===== src/rtl/legv8_multicycle_sequencer.sv =====
// Multicycle LEGv8 control sequencer: FETCH/DECODE/EXEC/MEM/WB/HALT with registered control outputs.
// Optional macro FLAG_SET_EN enables ADDS/SUBS decode and the status-load strobe SL.
module legv8_multicycle_sequencer #(
    parameter int unsigned MEM_WAIT = 32'd1
) (
    input  logic        clock,
    input  logic        reset,
    input  logic [31:0] instruction,
    input  logic [4:0]  status,
    output logic [24:0] control_word,
    output logic [63:0] K,
    output logic [1:0]  PS,
    output logic        SL,
    output logic        IR_load,
    output logic [2:0]  state,
    output logic        halt
);

    typedef enum logic [2:0] {
        ST_FETCH  = 3'b000,
        ST_DECODE = 3'b001,
        ST_EXEC   = 3'b010,
        ST_MEM    = 3'b011,
        ST_WB     = 3'b100,
        ST_HALT   = 3'b111
    } state_t;

    typedef enum logic [2:0] {
        IC_R   = 3'd0,
        IC_I   = 3'd1,
        IC_LD  = 3'd2,
        IC_ST  = 3'd3,
        IC_CBZ = 3'd4,
        IC_B   = 3'd5,
        IC_BAD = 3'd6
    } iclass_t;

    localparam logic [4:0] FS_AND = 5'b00000;
    localparam logic [4:0] FS_ORR = 5'b00100;
    localparam logic [4:0] FS_ADD = 5'b01000;
    localparam logic [4:0] FS_SUB = 5'b01011;
    localparam logic [3:0] WAIT_LAST = 4'(MEM_WAIT);

    // Writes to X31 are discarded here so no opcode path can clobber the zero register.
    function automatic logic [24:0] pack_cw(
        input logic [4:0] sa,
        input logic [4:0] sb,
        input logic [4:0] da,
        input logic       rw,
        input logic       mw,
        input logic [4:0] fs,
        input logic       bsel,
        input logic       en_mem,
        input logic       en_alu
    );
        return {sa, sb, da, rw & (da != 5'd31), mw, fs, bsel, en_mem, en_alu};
    endfunction

    state_t      state_r, state_nxt_s;
    logic [31:0] ir_r;
    logic [3:0]  cnt_r, cnt_nxt_s;
    logic [24:0] cw_r, cw_nxt_s;
    logic [63:0] k_r, k_nxt_s;
    logic [1:0]  ps_r, ps_nxt_s;
    logic        sl_r, sl_nxt_s;
    logic        irl_r, irl_nxt_s;
    logic        halt_r, halt_nxt_s;
    logic        cbz_r, cbz_nxt_s;
    logic [31:0] cur_instr_s;
    iclass_t     iclass_s;
    logic [4:0]  fs_s;
    logic        flag_op_s;
    logic        mem_last_s;
    logic [63:0] k_imm12_s, k_d_s, k_cb_s, k_b_s;
    logic        unused_status_s;

    // In DECODE the ROM word is used directly; afterwards the latched copy drives decode.
    assign cur_instr_s = (state_r == ST_DECODE) ? instruction : ir_r;
    assign k_imm12_s   = {52'd0, cur_instr_s[21:10]};
    assign k_d_s       = {{55{cur_instr_s[20]}}, cur_instr_s[20:12]};
    assign k_cb_s      = {{45{cur_instr_s[23]}}, cur_instr_s[23:5]};
    assign k_b_s       = {{38{cur_instr_s[25]}}, cur_instr_s[25:0]};
    assign mem_last_s  = (cnt_nxt_s == WAIT_LAST);
    assign unused_status_s = ^status[4:1];

    // Opcode classification and ALU function select.
    always_comb begin
        iclass_s  = IC_BAD;
        fs_s      = FS_ADD;
        flag_op_s = 1'b0;
        if (cur_instr_s[31:21] == 11'b10001011000) begin
            iclass_s = IC_R;
            fs_s     = FS_ADD;
        end else if (cur_instr_s[31:21] == 11'b11001011000) begin
            iclass_s = IC_R;
            fs_s     = FS_SUB;
        end else if (cur_instr_s[31:21] == 11'b10001010000) begin
            iclass_s = IC_R;
            fs_s     = FS_AND;
        end else if (cur_instr_s[31:21] == 11'b10101010000) begin
            iclass_s = IC_R;
            fs_s     = FS_ORR;
`ifdef FLAG_SET_EN
        end else if (cur_instr_s[31:21] == 11'b10101011000) begin
            iclass_s  = IC_R;
            fs_s      = FS_ADD;
            flag_op_s = 1'b1;
        end else if (cur_instr_s[31:21] == 11'b11101011000) begin
            iclass_s  = IC_R;
            fs_s      = FS_SUB;
            flag_op_s = 1'b1;
`endif
        end else if (cur_instr_s[31:22] == 10'b1001000100) begin
            iclass_s = IC_I;
            fs_s     = FS_ADD;
        end else if (cur_instr_s[31:22] == 10'b1101000100) begin
            iclass_s = IC_I;
            fs_s     = FS_SUB;
        end else if (cur_instr_s[31:21] == 11'b11111000010) begin
            iclass_s = IC_LD;
        end else if (cur_instr_s[31:21] == 11'b11111000000) begin
            iclass_s = IC_ST;
        end else if (cur_instr_s[31:24] == 8'b10110100) begin
            iclass_s = IC_CBZ;
        end else if (cur_instr_s[31:26] == 6'b000101) begin
            iclass_s = IC_B;
        end else begin
            iclass_s = IC_BAD;
        end
    end

    // Next-state and memory wait counter.
    always_comb begin
        state_nxt_s = state_r;
        cnt_nxt_s   = cnt_r;
        case (state_r)
            ST_FETCH:  state_nxt_s = ST_DECODE;
            ST_DECODE: state_nxt_s = (iclass_s == IC_BAD) ? ST_HALT : ST_EXEC;
            ST_EXEC: begin
                if ((iclass_s == IC_LD) || (iclass_s == IC_ST)) begin
                    state_nxt_s = ST_MEM;
                    cnt_nxt_s   = 4'd1;
                end else begin
                    state_nxt_s = ST_FETCH;
                end
            end
            ST_MEM: begin
                if (cnt_r >= WAIT_LAST) begin
                    state_nxt_s = (iclass_s == IC_LD) ? ST_WB : ST_FETCH;
                    cnt_nxt_s   = 4'd0;
                end else begin
                    cnt_nxt_s   = cnt_r + 4'd1;
                end
            end
            ST_WB:     state_nxt_s = ST_FETCH;
            ST_HALT:   state_nxt_s = ST_HALT;
            default:   state_nxt_s = ST_FETCH;
        endcase
    end

    // Outputs for the state being entered; they are registered on the same edge as the state.
    always_comb begin
        cw_nxt_s   = 25'd0;
        k_nxt_s    = 64'd0;
        ps_nxt_s   = 2'b00;
        sl_nxt_s   = 1'b0;
        irl_nxt_s  = 1'b0;
        halt_nxt_s = 1'b0;
        cbz_nxt_s  = 1'b0;
        case (state_nxt_s)
            ST_FETCH:  irl_nxt_s = 1'b1;
            ST_DECODE: irl_nxt_s = 1'b0;
            ST_EXEC: begin
                case (iclass_s)
                    IC_R: begin
                        cw_nxt_s = pack_cw(cur_instr_s[9:5], cur_instr_s[20:16], cur_instr_s[4:0],
                                           1'b1, 1'b0, fs_s, 1'b0, 1'b0, 1'b1);
                        ps_nxt_s = 2'b01;
                        sl_nxt_s = flag_op_s;
                    end
                    IC_I: begin
                        cw_nxt_s = pack_cw(cur_instr_s[9:5], cur_instr_s[20:16], cur_instr_s[4:0],
                                           1'b1, 1'b0, fs_s, 1'b1, 1'b0, 1'b1);
                        k_nxt_s  = k_imm12_s;
                        ps_nxt_s = 2'b01;
                    end
                    IC_LD, IC_ST: begin
                        cw_nxt_s = pack_cw(cur_instr_s[9:5], 5'd0, 5'd0,
                                           1'b0, 1'b0, FS_ADD, 1'b1, 1'b0, 1'b1);
                        k_nxt_s  = k_d_s;
                    end
                    IC_CBZ: begin
                        cw_nxt_s  = pack_cw(5'd31, cur_instr_s[4:0], 5'd0,
                                            1'b0, 1'b0, FS_ADD, 1'b0, 1'b0, 1'b1);
                        k_nxt_s   = k_cb_s;
                        ps_nxt_s  = 2'b01;
                        cbz_nxt_s = 1'b1;
                    end
                    IC_B: begin
                        k_nxt_s  = k_b_s;
                        ps_nxt_s = 2'b10;
                    end
                    default: cw_nxt_s = 25'd0;
                endcase
            end
            ST_MEM: begin
                k_nxt_s = k_d_s;
                if (mem_last_s && (iclass_s == IC_ST)) begin
                    cw_nxt_s = pack_cw(cur_instr_s[9:5], cur_instr_s[4:0], 5'd0,
                                       1'b0, 1'b1, FS_ADD, 1'b1, 1'b0, 1'b1);
                    ps_nxt_s = 2'b01;
                end else begin
                    cw_nxt_s = pack_cw(cur_instr_s[9:5], 5'd0, 5'd0,
                                       1'b0, 1'b0, FS_ADD, 1'b1, 1'b0, 1'b1);
                end
            end
            ST_WB: begin
                cw_nxt_s = pack_cw(cur_instr_s[9:5], 5'd0, cur_instr_s[4:0],
                                   1'b1, 1'b0, FS_ADD, 1'b1, 1'b1, 1'b0);
                k_nxt_s  = k_d_s;
                ps_nxt_s = 2'b01;
            end
            ST_HALT:   halt_nxt_s = 1'b1;
            default:   irl_nxt_s = 1'b0;
        endcase
    end

    // State, instruction latch, counter and registered outputs.
    always_ff @(posedge clock or negedge reset) begin
        if (!reset) begin
            state_r <= ST_FETCH;
            ir_r    <= 32'd0;
            cnt_r   <= 4'd0;
            cw_r    <= 25'd0;
            k_r     <= 64'd0;
            ps_r    <= 2'b00;
            sl_r    <= 1'b0;
            irl_r   <= 1'b0;
            halt_r  <= 1'b0;
            cbz_r   <= 1'b0;
        end else begin
            state_r <= state_nxt_s;
            ir_r    <= (state_r == ST_DECODE) ? instruction : ir_r;
            cnt_r   <= cnt_nxt_s;
            cw_r    <= cw_nxt_s;
            k_r     <= k_nxt_s;
            ps_r    <= ps_nxt_s;
            sl_r    <= sl_nxt_s;
            irl_r   <= irl_nxt_s;
            halt_r  <= halt_nxt_s;
            cbz_r   <= cbz_nxt_s;
        end
    end

    // CBZ resolves against the live zero flag produced during its own EXEC cycle.
    assign PS           = cbz_r ? (status[0] ? 2'b10 : 2'b01) : ps_r;
    assign control_word = cw_r;
    assign K            = k_r;
    assign SL           = sl_r;
    assign IR_load      = irl_r;
    assign state        = state_r;
    assign halt         = halt_r;

endmodule


===== config.mk =====
export PLATFORM = sky130hd
export DESIGN_NAME = legv8_multicycle_sequencer
export DESIGN_NICKNAME = d
export VERILOG_FILES = /design/src/rtl/legv8_multicycle_sequencer.sv
export SDC_FILE = /design/constraint.sdc
export NUM_CORES = 1
export LEC_CHECK = 0
export CORE_ASPECT_RATIO = 0.6
export CORE_MARGIN = 4
export CORE_UTILIZATION = 42
export CTS_BUF_LIST = sky130_fd_sc_hd__clkbuf_8
export CTS_CLUSTER_SIZE = 40
export DETAILED_ROUTE_END_ITERATION = 7
export PLACE_DENSITY = 0.73
export SYNTH_ARGS = -nofsm -noshare
export SYNTH_HDL_FRONTEND = slang
export SYNTH_SLANG_ARGS = --single-unit

===== constraint.sdc =====
create_clock -name clock -period 3.3 [get_ports clock]
set_input_delay 0.495 -clock clock [delete_from_list [all_inputs] [get_ports clock]]
set_output_delay 0.495 -clock clock [all_outputs]
set_load 0.02 [all_outputs]

==> results of run 1 <==
==> routing by layer <==
metal | track usage [%] | routed length (um)
met1 | 32.6 | 6550
met2 | 30.9 | 5700
met3 | 5.08 | 920
met4 | 4.97 | 162
met5 | 0 | 0
==> how the worst max path moves through the flow <==
stage	to	slack (ps)	cells after the start
6_report	K[1]	380	6
5_1_grt	K[3]	190	6
4_1_cts	K[1]	420	6
3_5_place_dp	K[7]	270	8
3_3_place_gp	K[0]	290	8
2_1_floorplan	control_word[23]	940	9
==> where the power goes <==
group / switching [W] / internal [W] / leakage [nW]
combinational: 0.0000403 / 0.0000416 / 1.37
sequential: 0 / 0.00114 / 1.16
clock: 0.000401 / 0.000449 / 0.121
==> flip-flops by register name, indices dropped and copies added, names as in the netlist <==
signal        count
cnt_r             4
state             3
cbz_r             1
K                26
ps_r              2
IR_load           1
control_word     23
halt              1
ir_r             32
==> placed cells by master, fill, tap and decap left out, drive strengths merged, types with 10 or more instances in the layout <==
cell           count
nand2             75
buf               28
o22ai             13
clkbuf            10
o21ai             44
a21oi             16
mux2i             10
nor2              19
inv               23
dfrtp             93
clkdlybuf4s50    128
==> synthesized netlist by cell type, types with 3 or more instances <==
master and n:
o21ai_0 44, buf_4 41, buf_2 7, a222oi_1 7, nand4b_1 3, nand4_1 3, inv_1 20, nand3_1 6
a31oi_1 3, mux2i_1 10, and2_1 4, or4b_2 4, nor3_1 9, dfrtp_1 93, a221oi_1 7, nor3b_1 3
clkbuf_1 12, nand2b_1 3, nor2_1 18, or3_1 3, a21oi_1 16, a211oi_1 6, a21boi_0 4, ha_1 3
o22ai_1 13, nor4_1 8, nand2_1 74
==> critical path, cell delays in order, from the launching register on <==
cell      delay, ps
dfrtp_1         480
nor3b_2         570
buf_4           450
mux2i_1         510
inv_1           140
a222oi_1        430
o22ai_1         170
==> cells by family (layout without fill, tap and decap cells) <==
group	count (synthesis)	after routing	synth area share, %
fa+ha+maj	3	3	0.828
flops	93	93	51.4
buf+inv	84	192	10.7
mux	12	12	2.71
other cells	1	2	0.0827
simple gates	157	157	18.1
compound gates	114	114	16.2
==> area by class of cell <==
cell class | instances | area (um2) | share of cell area (%)
multi-input combinational | 288 | 1730 | 28.4
inverter | 20 | 75.1 | 1.24
clock inverter | 6 | 87.6 | 1.44
clock buffer | 10 | 138 | 2.27
timing repair buffer | 156 | 1540 | 25.4
tap | 139 | 174 | 2.87
sequential | 93 | 2330 | 38.3
==> stage by stage <==
step | util (%) | worst slack [ps] | instance area, um2 | hold WS, ps | cells
2_1_floorplan | - | 935 | 4540 | 199 | 465
6_report | 57.5 | 384 | 6070 | 174 | 712
4_1_cts | 57.5 | 418 | 6070 | 185 | 712
3_3_place_gp | 55.4 | 288 | 5840 | 495 | 696
3_5_place_dp | 55.4 | 266 | 5840 | 498 | 696
5_1_grt | 57.5 | 190 | 6070 | 191 | 712
==> results.yml, run 1 <==
outcome:
  status: "finished clean"
final_layout:
  antenna_cells: 0
  fill_cells: 920
  finish.net_count: 610
  area.growth.synth_to_final_pct: 33.9
  final_layout_size_suffix_gt1_share_pct: 9.95
floorplan:
  fp.dieW_um: 142
  num_rows: 29
  core_mm2: 0.0106
  die-area_mm2: 0.0126
  ios: 136
  start_util_pct: 42.9
  die_h_um: 88.5
detailed_routing:
  ant_nets: 0
  finalWirelength_um: 13300
  num_vias: 3925
  drt-initial-drc-count: 387
  drc_errors: 0
  post_drt_wl_per_cell_um: 18.7
  viasPerCell: 5.51
  drt_pre_antenna_iters: 5
sta:
  setup_viol: 0
  period_share_pct: 88.4
  fmax_mhz: 343
  setup_tns_ps: 0
  hold_viol_final: 0
  min_period_ps: 2920
  relSlewSlack_pct: 35.8
  tightest_slew_ps: 963
  rsz0062_at_grt: "false"
  report.final.slew_viol_count: 0
  worst_clock_skew_ps: 13.9
job:
  cap_violations: 0
logic_synthesis:
  syn-mean-instance-area_um2: 9.77
  ys_ff_latch: 93
  seq_area_frac_synth_pct: 51.4
  synth_ff_type: "dfrtp_1"
  synth-warning-count: 0
  synthCells: 464
  mappedNetlistArea_mm2: 0.00453
  synth_top_area_share_pct: 51.4
  yosys.area.top_type: "dfrtp_1"
  synthArstFlopShare_pct: 100
  synth_edf_count: 0
  synth_cell_types: 57
  ys_top_cells_by_area: "dfrtp_1 (51%), buf_4 (6.8%), nand2_1 (6.1%), o21ai_0 (4.9%), mux2i_1 (2.2%)"
worst_hold_path:
  hold_path_class: "input port to async pin"
clocking:
  tritoncts: "yes"
  post_cts_resize_count: 0
  cts_inserted_buffers: 9
  clkTransAtPathRegs_ps: 90
  htreeDepth: 3
  cts-hold-fix-buffers: 0
  cts.sinks: 93
  clockBufferDepth: 2
  worstSkewPairLatency_ps: 370
  cts_root_buf: "clkbuf_8"
  post-cts-setup-buffer-count: 0
grt:
  grt_overflow: 0
  antenna_found_initial: 0
  grt_max_degree: 94
  grtUsageTotal_pct: 21.4
  grt_pass1_wl_um: 20500
  grt_pass1_vias: 3697
critical_path:
  reg2reg_depth: 6
  crit_fanout: 29
  required_ps: 3530
  end_kind: "flop"
  crit_arrival_ps: 3140
  startpoint_type: "flop"
  r2r_setup_slack_ps: 380
  worstReg2RegEnd: "K[1]"
  rr_startpoint: "state[1]"
  crit_type: "flop to flop"
  crit_path_start: "state[1]"
pwr:
  p_leak_nw: 2.65
  power_density_mw_per_mm2: 341
  total_power_w: 0.00207
  ir_drop_mv: 0.170
placed_design:
  hpwlAfterDp_um: 10000
  gp_routability_congestion: 0.916
  port_buffers: 129
Note: power is estimated with default switching activity, not from simulation.
==> run 2: changes to the inputs <==
CAP_MARGIN = 20   (was unset)
==> results of run 2 <==
Same layout as run 1: the final DEF is identical, and so are final timing and power.
==> run 3: changes to the inputs <==
GPL_TIMING_DRIVEN = 0   (was unset)
PLACE_DENSITY = 0.81   (was 0.73)
==> results.yml, run 3 (synthesis results as in run 1) <==
sta:
  rsz0062_at_grt: "false"
  fin_hold_ws_ps: 531
  hold_viol_final: 0
  period_share_pct: 97.7
  tightest_slew_ps: 1090
  report.final.slew_viol_count: 0
  setup_viol: 0
  worst_clock_skew_ps: 8.67
  relSlewSlack_pct: 26.7
  fmax_mhz: 310
  min_period_ps: 3220
  setup_tns_ps: 0
floorplan:
  die_h_um: 88.5
  core_mm2: 0.0106
  num_rows: 29
  die-area_mm2: 0.0126
  fp.dieW_um: 142
  start_util_pct: 42.9
  ios: 136
final_layout:
  finish.net_count: 650
  fin_util_pct: 59.7
  instances_no_fill: 752
  area.growth.synth_to_final_pct: 39.0
  seq_area_mm2: 0.00233
  largest_reg_flops: 32
  final_layout_size_suffix_gt1_share_pct: 13.7
  final_cell_mix: "clkdlybuf4s50_1 (128), dfrtp_1 (93), nand2_1 (74)"
  fill_cells: 903
  regMostFlops: "ir_r"
  multi_input_area_mm2: 0.00173
  mostFrequentLayoutCell: "clkdlybuf4s50_1"
  antenna_cells: 0
critical_path:
  crit_top_cell: "nor4_1"
  slowest_stage: "nor4_1"
  crit_family: "simple AND/OR/NAND/NOR gates"
  startpoint_type: "flop"
  worstPathCellList: "nor3b_1 -> buf_2 -> nor4_1 -> nor2_1 -> nand2_1 -> nor4_1 -> a211oi_1"
  end_kind: "flop"
  crit_fanout: 10
  crit_type: "flop to flop"
  critical-path-max-stage-delay_ps: 970
  crit_buf_inv: 1
  required_ps: 3500
  crit_arrival_ps: 3420
clocking:
  tritoncts: "yes"
  cts_inserted_buffers: 9
  htreeDepth: 3
  clkTransAtPathRegs_ps: 90
  worstSkewPairLatency_ps: 370
  clockBufferDepth: 2
  post-cts-setup-buffer-count: 0
  cts_root_buf: "clkbuf_8"
  cts.sinks: 93
placed_design:
  hpwlAfterDp_um: 11200
  gp_routability_congestion: 0.955
  numPlacedInstances: 734
  port_buffers: 129
grt:
  grt_pass1_wl_um: 23000
  grt_pass1_vias: 4015
  grt_max_degree: 76
  antenna_found_initial: 0
  grt_overflow: 0
  grtUsageTotal_pct: 23.9
detailed_routing:
  drc_errors: 13
  finalWirelength_um: 15000
  drt_pre_antenna_iters: 8
  post_drt_wl_per_cell_um: 20.0
  drt-initial-drc-count: 429
  ant_nets: 0
  viasPerCell: 5.61
  num_vias: 4216
worst_hold_path:
  hold_path_class: "input port to async pin"
pwr:
  ir_drop_mv: 0.226
  power_switching_w: 0.000462
  total_power_w: 0.00210
  pwr-share-seq_pct: 54.2
  p_leak_nw: 2.80
  intPower_w: 0.00164
  pwr-share-comb_pct: 4.2
  power_density_mw_per_mm2: 333
  swShare_pct: 22.0
  p_clk_share_pct: 41.6
outcome:
  violations: "design-rule violations"
  status: "complete, but fails checks"
job:
  cap_violations: 0
## run 3: cell types whose count changed in the layout (fill, tap and decap cells not counted), sizes merged
cell / before / now
buf: 28 / 54
clkbuf: 10 / 23
clkinvlp: 0 / 1
dlygate4sd3: 0 / 1
inv: 23 / 22
## run 3: metrics by stage
step	setup slack [ps]	area [um2]
2_1_floorplan	935	4540
3_3_place_gp	-1430	6000
3_5_place_dp	-284	6030
4_1_cts	58.2	6270
5_1_grt	5.77	6300
6_report	75.7	6300
## run 3: routing by layer
layer  vias to the layer above  global-route usage, %  routed length [um]
li1                       1894                      -                   -
met1                      2029                   35.0                6710
met2                       276                   33.5                6380
met3                        17                   9.94                1820
met4                         0                   4.09                 117
met5                         -                      0                   0
## run 3: area by class of cell
type                    count  area share (%)
flip-flops and latches     93            36.9
multi-input cells         288            27.4
repair buffers            132            21.5
plain buffers              64            6.53
well taps                 139            2.76
clock buffers              10            2.18
clock inverters             6            1.49
inverters                  20            1.19
## run 3: timing repair
action                                  CTS  global route
endpoints found under the hold margin    18             0
endpoints found under the setup margin    0             8
hold buffers                              1             0
gates resized for setup                   0             2
## run 3: power by group through the flow
stage / combinational [W] / sequential, W / clock, W
finish: 0.0000879 / 0.00114 / 0.000873
global route: 0.0000953 / 0.00114 / 0.000942
CTS: 0.0000882 / 0.00114 / 0.000880
floorplan: 0.0000103 / 0.00116 / 0
global placement: 0.0000814 / 0.00116 / 0
detailed placement: 0.0000868 / 0.00116 / 0
## run 3: final timing paths
path	start	endpoint	slack, ps	depth (start not counted)
max	state[0]	control_word[21]	80	7
min	reset	control_word[11]	530	2
max reg2reg	state[0]	control_word[21]	80	7
min reg2reg	cnt_r[1]	cnt_r[1]	550	1
max in group asynchronous	reset	state[0]	2120	3
min in group clock	cnt_r[1]	cnt_r[1]	550	1
## run 3: worst register-to-register path, delay by kind of cell, from the launching register on
family | cells | cell delay, ps
and+or+nand+nor | 5 | 2120
DFF | 1 | 500
buffers and inverters | 1 | 290
AOI/OAI and AO/OA | 1 | 150
